$ cat config.mk
export PLATFORM = sky130hd
export DESIGN_NAME = sync_fifo
export DESIGN_NICKNAME = d
export VERILOG_FILES = /design/src/rtl/sync_fifo.sv
export SDC_FILE = /design/constraint.sdc
export NUM_CORES = 1
export LEC_CHECK = 0
export ABC_AREA = 1
export ABC_CLOCK_PERIOD_IN_PS = 2600
export CAP_MARGIN = 10
export CORE_ASPECT_RATIO = 0.8
export CORE_MARGIN = 3
export CORE_UTILIZATION = 35
export CTS_CLUSTER_DIAMETER = 60
export DETAILED_ROUTE_END_ITERATION = 16
export PLACE_DENSITY = 0.64
export SLEW_MARGIN = 20
export SYNTH_ARGS = -nofsm -noshare
export SYNTH_HDL_FRONTEND = slang
export SYNTH_SLANG_ARGS = --single-unit
$ cat constraint.sdc
create_clock -name clk -period 2.6 [get_ports clk]
set_clock_uncertainty 0.1 [all_clocks]
set_input_delay 0.65 -clock clk [delete_from_list [all_inputs] [get_ports clk]]
set_output_delay 0.65 -clock clk [all_outputs]
set_load 0.05 [all_outputs]
$ cat src/rtl/sync_fifo.sv
// ============================================================================
// sync_fifo
// ----------------------------------------------------------------------------
// Single-clock first-word-fall-through FIFO built on a register array.
//
// The head word is always visible on rd_data whenever rd_valid is high. A word
// written in one cycle appears at the output the following cycle. No bypass
// path exists from wr_data to rd_data, even when the FIFO is empty.
//
// Pointers are $clog2(DEPTH)+1 bits wide. The extra MSB is a wrap bit, so
// equal pointers mean empty. Equal index bits with differing wrap bits mean
// full. Both flags come straight from the pointer registers. As a result,
// wr_ready and rd_valid have no combinational dependence on any input.
//
// Optional feature macro: SYNC_FIFO_LEVEL_EN
//   When defined, the module adds the level and almost_full outputs. These
//   are driven by a registered occupancy counter. When undefined, the
//   counter and both ports are absent. All other behaviour is unchanged.
//
// Parameters
//   WIDTH       data word width in bits (1..256)
//   DEPTH       number of entries, power of two (2..1024)
//   AFULL_LEVEL occupancy at or above which almost_full asserts (1..DEPTH)
//
// Ports
//   clk         single clock, all state updates on the rising edge
//   rst_n       asynchronous active-low reset; releases synchronously
//   wr_valid    write request
//   wr_data     write word, ignored unless the write is accepted
//   wr_ready    FIFO can accept a word (not full)
//   rd_ready    consumer accepts the head word
//   rd_valid    head word present (not empty)
//   rd_data     head word (first-word-fall-through)
//   level       current occupancy            (SYNC_FIFO_LEVEL_EN only)
//   almost_full level >= AFULL_LEVEL         (SYNC_FIFO_LEVEL_EN only)
// ============================================================================
module sync_fifo #(
   parameter int WIDTH       = 16,
   parameter int DEPTH       = 4,
   parameter int AFULL_LEVEL = DEPTH - 1
) (
   input  logic                       clk,
   input  logic                       rst_n,
   input  logic                       wr_valid,
   input  logic [WIDTH-1:0]           wr_data,
   output logic                       wr_ready,
   input  logic                       rd_ready,
   output logic                       rd_valid,
`ifdef SYNC_FIFO_LEVEL_EN
   output logic [WIDTH-1:0]           rd_data,
   output logic [$clog2(DEPTH):0]     level,
   output logic                       almost_full
`else
   output logic [WIDTH-1:0]           rd_data
`endif
);

   // Index width addresses the array; pointer width adds the wrap bit.
   localparam int AW = $clog2(DEPTH);
   localparam int PW = AW + 1;
   localparam logic [PW-1:0] PTR_ONE = PW'(1);

   // Reject illegal parameter combinations at elaboration time rather than
   // letting a non-power-of-two depth silently corrupt the wrap arithmetic.
   if (WIDTH < 1 || WIDTH > 256) begin : g_bad_width
      $error("sync_fifo: WIDTH must be in 1..256");
   end
   if (DEPTH < 2 || DEPTH > 1024 || (DEPTH & (DEPTH - 1)) != 0) begin : g_bad_depth
      $error("sync_fifo: DEPTH must be a power of two in 2..1024");
   end
   if (AFULL_LEVEL < 1 || AFULL_LEVEL > DEPTH) begin : g_bad_afull
      $error("sync_fifo: AFULL_LEVEL must be in 1..DEPTH");
   end

   logic [WIDTH-1:0] mem [DEPTH];
   logic [PW-1:0]    wr_ptr;
   logic [PW-1:0]    rd_ptr;
   logic             wr_fire;
   logic             rd_fire;
   logic             is_empty;
   logic             is_full;

   // Status flags come from the pointer registers only. A read in the same
   // cycle as a full condition therefore cannot open wr_ready until the next
   // cycle. This keeps every input-to-output path registered.
   always_comb begin
      is_empty = (wr_ptr == rd_ptr);
      is_full  = (wr_ptr[AW-1:0] == rd_ptr[AW-1:0]) &&
                 (wr_ptr[AW] != rd_ptr[AW]);
   end

   assign wr_ready = ~is_full;
   assign rd_valid = ~is_empty;
   assign wr_fire  = wr_valid & wr_ready;
   assign rd_fire  = rd_valid & rd_ready;

   // Head word is read straight out of the array. When the FIFO is empty the
   // value is stale but does not change, since nothing moves rd_ptr.
   assign rd_data = mem[rd_ptr[AW-1:0]];

   // Storage is deliberately left out of reset. Pointer reset is enough to
   // discard contents, and skipping the array reset keeps fanout small.
   always_ff @(posedge clk) begin
      if (wr_fire) begin
         mem[wr_ptr[AW-1:0]] <= wr_data;
      end
   end

   // Pointers advance modulo 2*DEPTH through natural overflow of the extra
   // wrap bit. Reset clears both immediately, which empties the FIFO.
   always_ff @(posedge clk or negedge rst_n) begin
      if (!rst_n) begin
         wr_ptr <= '0;
         rd_ptr <= '0;
      end else begin
         if (wr_fire) begin
            wr_ptr <= wr_ptr + PTR_ONE;
         end
         if (rd_fire) begin
            rd_ptr <= rd_ptr + PTR_ONE;
         end
      end
   end

`ifdef SYNC_FIFO_LEVEL_EN
   logic [PW-1:0] level_q;
   logic [PW-1:0] level_next;
   logic          almost_full_q;

   // Next occupancy. A simultaneous read and write cancel out, so only the
   // one-sided cases move the count.
   always_comb begin
      level_next = level_q;
      case ({wr_fire, rd_fire})
         2'b10:   level_next = level_q + PTR_ONE;
         2'b01:   level_next = level_q - PTR_ONE;
         default: level_next = level_q;
      endcase
   end

   // almost_full is registered from the next occupancy. It therefore tracks
   // level exactly on the same cycle, without a combinational compare on
   // the output.
   always_ff @(posedge clk or negedge rst_n) begin
      if (!rst_n) begin
         level_q       <= '0;
         almost_full_q <= 1'b0;
      end else begin
         level_q       <= level_next;
         almost_full_q <= (level_next >= PW'(AFULL_LEVEL));
      end
   end

   assign level       = level_q;
   assign almost_full = almost_full_q;
`endif

endmodule
==> reports/qor_table.md, run 1 <==
| Item | This run | Unit |
|:---|:---|:---|
| Number of hold violations in the final report | 0 | - |
| Flop-to-flop setup slack | 0.66 | ns |
| Worst setup path class | reg2out | - |
| Period Utilization, post-route | 94.5 | % |
| Number of synthesized flops with an enable pin | 64 | - |
| Post-synthesis mux area share | 0 | % |
| Max cap viols | 0 | - |
| Worst-path fanout max | 34 | - |
| Leakage Power | 1.30 | nW |
| Count of different cell masters after synthesis | 18 | - |
| Largest cells by area after synthesis | sky130_fd_sc_hd__edfxtp_1, sky130_fd_sc_hd__o21ai_0, sky130_fd_sc_hd__dfrtp_1 | - |
| Clock transition at the registers of the reported paths | 0.07 | ns |
| Tmin final | 2.46 | ns |
| Count of buffers inserted at the top-level ports | 37 | - |
| Largest family of logic cells by synthesized area | simple AND/OR/NAND/NOR gates | - |
| Arrival time of the worst setup path | 1.71 | ns |
| Number of global-route vias before repair | 1721 | - |
| Reg-to-reg startpoint | rd_ptr[1] | - |
| Class of the most critical hold timing path | in2async | - |
| Pin count of the biggest net entering global routing | 35 | - |
| Die ar. | 9240 | sq um |
| Starting utilization of the core area | 37.2 | % |
| Gpl congestion | 0.738 | - |
| Startpoint of the worst setup timing path | rd_ptr[0] | - |
| Number of cells in the finished layout apart from fillers | 373 | - |
| Post CTS Setup Buffer Count | 0 | - |
| Maximum clock rate | 0.407 | GHz |
| Die extent in x | 107 | microns |
| Finished Core Util | 46.3 | % |
| RSZ-0062 raised after global routing | false | - |
| Post-synthesis xor/xnor area fraction | 0.308 | % |
| Clock insertion delay at the later pin of the skew report | 0.34 | ns |
| Fraction of layout instances using a drive strength above 1 | 19.4 | % |
| Outcome | finished clean | - |
| Count of cells along the worst register-to-register path | 7 | - |
| Peak supply drop | 0.000728 | V |
| Remaining antenna violation count after routing | 0 | - |
| Post-Synthesis Cells | 216 | - |
| Number of filler instances in the final layout | 744 | - |
| Type of destination of the critical path | output pin | - |
| Pins Over Slew Limit | 0 | - |
| Most numerous cell types in the synthesized netlist | sky130_fd_sc_hd__edfxtp_1, sky130_fd_sc_hd__nor2_1, sky130_fd_sc_hd__o21ai_0, sky130_fd_sc_hd__nand2_1, sky130_fd_sc_hd__o22ai_1 | - |
| Share of synthesized flip-flops with an asynchronous set or reset | 8.57 | % |
| Total of cells resized after clock tree synthesis | 1 | - |
| Total track usage | 13.3 | % |
| Number of buffers inserted during clock tree synthesis | 9 | - |
| Clock buffer depth | 2 | - |
| Root buffer cell | sky130_fd_sc_hd__clkbuf_8 | - |
| Number of antenna violations at the first check in global routing | 0 | - |
| Post-route DRC | 0 | - |
| Destination of the worst register-to-register timing path | mem[2][10] | - |
| Cell area after synthesis | 2840 | sq um |
| Count of synthesis-stage warnings from yosys | 0 | - |
| Relative slew slack | 73.0 | % |
| Core Box Area | 7640 | sq um |
| Crit path launch type | register | - |
| Synth Register Bits | 70 | - |
| Power consumption | 0.00468 | W |
| Synthesized net count | 241 | - |
| Arithmetic-cell share of the synthesized area counting full adders, half adders and majority gates | 2.20 | % |
| Remaining Overflow, GRT | 0 | - |
| Chip height | 86.6 | microns |
| Placed instance area | 3340 | sq um |
| Antenna diode count | 0 | - |
| Via Count | 1757 | - |
| Ratio of total power to cell area | 1320 | nW/um^2 |
| Half-perimeter wire length after detailed placement | 3550 | microns |
| Final Setup Violations | 0 | - |
| Number of hold buffers added after cts | 0 | - |
| Sequential area share after synthesis | 72.9 | % |
| Synth Area in Simple Gates | 11.5 | % |
| First-pass GRT wire length | 9040 | microns |
| Cell taking the most area after synthesis | sky130_fd_sc_hd__edfxtp_1 | - |
| CTS tree | done | - |
| Number of design-rule violations left by the first detailed-router iteration | 84 | - |
| Post-route cell area | 3530 | sq um |
| Least-Margin Pin Slew | 0.405 | ns |
| Final TNS setup | 0 | ns |
| Share of Yosys cell area claimed by the top area cell type | 67.6 | % |
| DRT Pass-1 Iters | 4 | - |
| Worst endpoint required time | 1.85 | ns |
| Post-Synthesis Mean Instance Area | 13.2 | sq um |
| Site row count | 28 | - |
| Vias per cell | 4.71 | - |
| Layout Nets | 288 | - |
| Drt wl/cell | 14.9 | microns |
| Sinks on the clock net | 70 | - |
| Maximum level of the CTS H-tree | 3 | - |
| Count of pins on the block boundary | 38 | - |
| Cells after DPL | 357 | - |
| Setup crit end | rd_data[8] | - |
| Dominant register cell in the synthesized netlist | sky130_fd_sc_hd__edfxtp_1 | - |
| Compound-cell area share of the yosys netlist | 9.16 | % |
| Most common cell in the synthesized netlist | sky130_fd_sc_hd__edfxtp_1 | - |
| Sum of routed wire length over all layers | 5570 | microns |
| Area growth from synthesis to final layout | 24.4 | % |
==> worst min-delay path by stage <==
stage	start	to	slack, ns	depth (start not counted)
2_1_floorplan	rst_n	rd_ptr[0]	0.25	0
3_3_place_gp	wr_ptr[2]	wr_ptr[2]	0.41	2
3_5_place_dp	wr_ptr[2]	wr_ptr[2]	0.43	2
4_1_cts	rst_n	wr_ptr[0]	0.44	1
5_1_grt	rst_n	wr_ptr[0]	0.44	1
6_report	rst_n	wr_ptr[0]	0.45	1
==> through the flow <==
| stage | hold WS [ns] | setup slack (ns) |
|---|---|---|
| 6_report | 0.449 | 0.144 |
| 5_1_grt | 0.442 | 0.00671 |
| 4_1_cts | 0.441 | 0.116 |
| 3_5_place_dp | 0.434 | 0.339 |
| 3_3_place_gp | 0.408 | 0.386 |
| 2_1_floorplan | 0.254 | 0.267 |
==> registers in the layout, summed over array words and instances (netlist names) <==
name	count
wr_ptr	3
rd_ptr	3
mem	64
==> cell usage in the layout (no fill, tap or decap), drive strengths merged <==
master	instances
inv	11
o21ai	32
buf	27
clkinv	3
ha	5
edfxtp	64
nor2	35
clkbuf	11
dfrtp	6
xor2	1
o22ai	16
clkdlybuf4s50	19
nand3	8
nand2	28
clkinvlp	1
bufinv	1
==> final cells by class <==
type | count | area, sq um | area share (%)
Inverter | 11 | 48.8 | 1.38
Clock inverter | 5 | 60.1 | 1.70
Multi-Input combinational cell | 125 | 658 | 18.6
Tap cell | 105 | 131 | 3.72
Sequential cell | 70 | 2070 | 58.7
Timing Repair Buffer | 46 | 430 | 12.2
Clock buffer | 11 | 131 | 3.72
==> metal layers <==
| layer | track usage [%] | vias up | share of wire [%] |
|---|---|---|---|
| li1 | - | 870 | - |
| met1 | 18.5 | 824 | 44 |
| met2 | 19.0 | 56 | 47 |
| met3 | 5.88 | 7 | 7.5 |
| met4 | 4.07 | 0 | 1.2 |
| met5 | 0 | - | 0 |
==> cell families (layout without fill, tap and decap cells) <==
logic type | count (synthesis) | in the layout
simple gates | 71 | 71
flops | 70 | 70
compound gates | 48 | 48
buf+inv | 21 | 73
fa+ha+maj | 5 | 5
xor+xnor | 1 | 1
==> power breakdown <==
| part | total (W) | internal (W) | leakage [nW] | switching (W) |
|---|---|---|---|---|
| logic | 0.00219 | 0.000669 | 0.547 | 0.00152 |
| registers | 0.00165 | 0.00150 | 0.659 | 0.000145 |
| clock network | 0.000842 | 0.000445 | 0.0935 | 0.000397 |
| total | 0.00468 | 0.00262 | 1.30 | 0.00206 |
==> critical path, stage by stage, from the launching register on <==
cell,delay [ns]
sky130_fd_sc_hd__dfrtp_1,0.48
sky130_fd_sc_hd__inv_4,0.31
sky130_fd_sc_hd__o21ai_0,0.13
sky130_fd_sc_hd__o22ai_1,0.20
sky130_fd_sc_hd__buf_4,0.24
(Power assumes the default switching activity.)
==> run 2, diff against run 1 <==
--- a/config.mk
+++ b/config.mk
@@ -9,7 +9,6 @@
 export ABC_CLOCK_PERIOD_IN_PS = 2600
 export CAP_MARGIN = 10
 export CORE_ASPECT_RATIO = 0.8
-export CORE_MARGIN = 3
 export CORE_UTILIZATION = 35
 export CTS_CLUSTER_DIAMETER = 60
 export DETAILED_ROUTE_END_ITERATION = 16
==> run 2 against run 1 <==
Setup slack better by 0.0059 ns. Critical endpoint unchanged. Largest cell class unchanged. Register-to-register slack hardly changed. Sequential cell count stayed put. Highest routed layer unchanged. Core utilization is 0.098 points higher.
==> reports/qor_table.md, run 2 (synthesis results as in run 1) <==
| Item | This run | Unit | Delta |
|:---|:---|:---|:---|
| Crit path largest cell delay | 0.50 | ns | was 0.48 ns |
| Class of the most critical hold timing path | reg2reg | - | was in2async |
| Total area of multi-input combinational cells | 658 | sq um | unchanged |
| Number of buffers inserted during clock tree synthesis | 9 | - | unchanged |
| Gpl congestion | 0.745 | - | was 0.738 |
| Root buffer cell | sky130_fd_sc_hd__clkbuf_8 | - | unchanged |
| Startpoint of the worst setup timing path | rd_ptr[0] | - | unchanged |
| Tmin final | 2.45 | ns | was 2.46 ns |
| Max layer used | met4 | - | unchanged |
| Worst-path fanout max | 34 | - | unchanged |
| Layout Nets | 288 | - | unchanged |
| Pins Over Slew Limit | 0 | - | unchanged |
| Cells after DPL | 357 | - | unchanged |
| Maximum clock rate | 0.408 | GHz | was 0.407 GHz |
| Fraction of layout instances using a drive strength above 1 | 20.1 | % | was 19.4% |
| Relative slew slack | 72.6 | % | was 73.0% |
| Post CTS Setup Buffer Count | 0 | - | unchanged |
| Half-perimeter wire length after detailed placement | 3610 | microns | was 3550 microns |
| Sum of routed wire length over all layers | 5560 | microns | was 5570 microns |
| Number of antenna violations at the first check in global routing | 0 | - | unchanged |
| Number of hold violations in the final report | 0 | - | unchanged |
| Via Count | 1781 | - | was 1757 |
| Finished Core Util | 46.4 | % | was 46.3% |
| Worst setup path class | reg2out | - | unchanged |
| First-pass GRT wire length | 8610 | microns | was 9040 microns |
| Vias per cell | 4.77 | - | was 4.71 |
| Ratio of total power to cell area | 1330 | nW/um^2 | was 1320 nW/um^2 |
| Clock buffer depth | 2 | - | unchanged |
| Remaining antenna violation count after routing | 0 | - | unchanged |
| Reg-to-reg startpoint | rd_ptr[1] | - | unchanged |
| Number of global-route vias before repair | 1686 | - | was 1721 |
| Area growth from synthesis to final layout | 24.6 | % | was 24.4% |
| Antenna diode count | 0 | - | unchanged |
| Count of buffers inserted at the top-level ports | 37 | - | unchanged |
| Die ar. | 8480 | sq um | was 9240 sq um |
| Arrival time of the worst setup path | 1.70 | ns | was 1.71 ns |
| Final TNS setup | 0 | ns | unchanged |
| Starting utilization of the core area | 37.2 | % | unchanged |
| Clock transition at the registers of the reported paths | 0.07 | ns | about the same |
| Period Utilization, post-route | 94.2 | % | was 94.5% |
| Outcome | finished clean | - | unchanged |
| Least-Margin Pin Slew | 0.411 | ns | was 0.405 ns |
| Number of design-rule violations left by the first detailed-router iteration | 105 | - | was 84 |
| Power consumption | 0.00470 | W | was 0.00468 W |
| Site row count | 28 | - | unchanged |
| Number of filler instances in the final layout | 717 | - | was 744 |
| Maximum level of the CTS H-tree | 3 | - | unchanged |
| CTS tree | done | - | unchanged |
| Die extent in x | 103 | microns | was 107 microns |
| Chip height | 82.6 | microns | was 86.6 microns |
| Wire length on met1 | 2660 | microns | was 2470 microns |
| Leakage Power | 1.29 | nW | was 1.30 nW |
| Crit-path cells | inv_4 -> o21ai_0 -> o22ai_1 -> buf_4 | - | unchanged |
| Sinks on the clock net | 70 | - | unchanged |
| DRT Pass-1 Iters | 4 | - | unchanged |
| Post-route DRC | 0 | - | unchanged |
| Reg area | 2070 | sq um | about the same |
| Number of cells in the finished layout apart from fillers | 373 | - | unchanged |
| Routed wl met2 | 2550 | microns | was 2610 microns |
| Max cap viols | 0 | - | unchanged |
| Remaining Overflow, GRT | 0 | - | unchanged |
| Core Box Area | 7640 | sq um | unchanged |
| Worst endpoint required time | 1.85 | ns | about the same |
| Total track usage | 14.6 | % | was 13.3% |
| Most frequent cells in the layout | sky130_fd_sc_hd__edfxtp_1, sky130_fd_sc_hd__nor2_1, sky130_fd_sc_hd__o21ai_0, sky130_fd_sc_hd__buf_4, sky130_fd_sc_hd__nand2_1 | - | unchanged |
| Clock insertion delay at the later pin of the skew report | 0.35 | ns | was 0.34 ns |
| Count of pins on the block boundary | 38 | - | unchanged |
| Commonest non-fill, non-tap cell in the layout | sky130_fd_sc_hd__edfxtp_1 | - | unchanged |
| Final Setup Violations | 0 | - | unchanged |
| Pin count of the biggest net entering global routing | 35 | - | unchanged |
| Worst path slowest cell | sky130_fd_sc_hd__dfrtp_2 | - | was sky130_fd_sc_hd__dfrtp_1 |
| Drt wl/cell | 14.9 | microns | about the same |
| Flip-flop count of the largest register after layout | 64 | - | unchanged |
| Wire length on met3 | 278 | microns | was 416 microns |
| Peak supply drop | 0.000583 | V | was 0.000728 V |
| RSZ-0062 raised after global routing | false | - | unchanged |
| Type of destination of the critical path | output pin | - | unchanged |
| Worst hold path startpoint | wr_ptr[2] | - |  |
| Crit path launch type | register | - | unchanged |
==> run 2: report_power, final <==
group / leakage (nW) / switching, W / internal, W
Combinational: 0.547 / 0.00151 / 0.000668
Clock: 0.0895 / 0.000421 / 0.000444
Sequential: 0.658 / 0.000157 / 0.00150
==> run 2: layout make-up <==
| class | instances | area share [%] |
|---|---|---|
| clock buffers | 9 | 3.50 |
| multi-input cells | 125 | 18.6 |
| well taps | 105 | 3.71 |
| repair buffers | 46 | 12.2 |
| clock inverters | 7 | 2.08 |
| inverters | 11 | 1.38 |
| flip-flops and latches | 70 | 58.6 |
==> run 2: layer usage <==
metal	global-route usage (%)	vias to the layer above
met5	0	-
li1	-	863
met2	21.8	38
met3	6.14	9
met4	5.07	0
met1	19.1	871
==> run 2: worst max-delay path: cells and delay by family (launching register included) <==
family,cells,cell delay [ns]
buffers and inverters,2,0.53
AOI/OAI and AO/OA,2,0.31
DFF,1,0.50
==> run 2: worst paths after layout <==
kind | depth (start not counted) | slack, ns | to
worst min-delay path | 2 | 0.44 | wr_ptr[2]
worst min register to register | 2 | 0.44 | wr_ptr[2]
worst max register to register | 7 | 0.66 | mem[1][15]
max in group asynchronous | 1 | 1.67 | rd_ptr[1]
worst max-delay path | 4 | 0.15 | rd_data[8]
min in group asynchronous | 1 | 0.46 | wr_ptr[0]
==> run 2: per-stage QoR <==
step	area (sq um)	hold WS, ns	worst slack [ns]
3_3_place_gp	3340	0.404	0.376
2_1_floorplan	2840	0.254	0.267
4_1_cts	3540	0.439	0.0303
3_5_place_dp	3340	0.423	0.371
6_report	3540	0.443	0.150
5_1_grt	3540	0.484	0.00448
==> run 2: repair_timing <==
item,CTS,global route
hold buffers,0,0
endpoints found under the hold margin,0,0
gates resized for setup,1,1
pin swaps,0,0
setup endpoints to repair,10,18
==> run 3, diff against run 2 <==
--- a/config.mk
+++ b/config.mk
@@ -7,9 +7,10 @@
 export LEC_CHECK = 0
 export ABC_AREA = 1
 export ABC_CLOCK_PERIOD_IN_PS = 2600
-export CAP_MARGIN = 10
+export CAP_MARGIN = 25
 export CORE_ASPECT_RATIO = 0.8
 export CORE_UTILIZATION = 35
+export CTS_BUF_LIST = sky130_fd_sc_hd__clkbuf_2 sky130_fd_sc_hd__clkbuf_4 sky130_fd_sc_hd__clkbuf_8
 export CTS_CLUSTER_DIAMETER = 60
 export DETAILED_ROUTE_END_ITERATION = 16
 export PLACE_DENSITY = 0.64
==> results of run 3 <==
The final DEF is identical to that of run 2; final timing and power are the same.
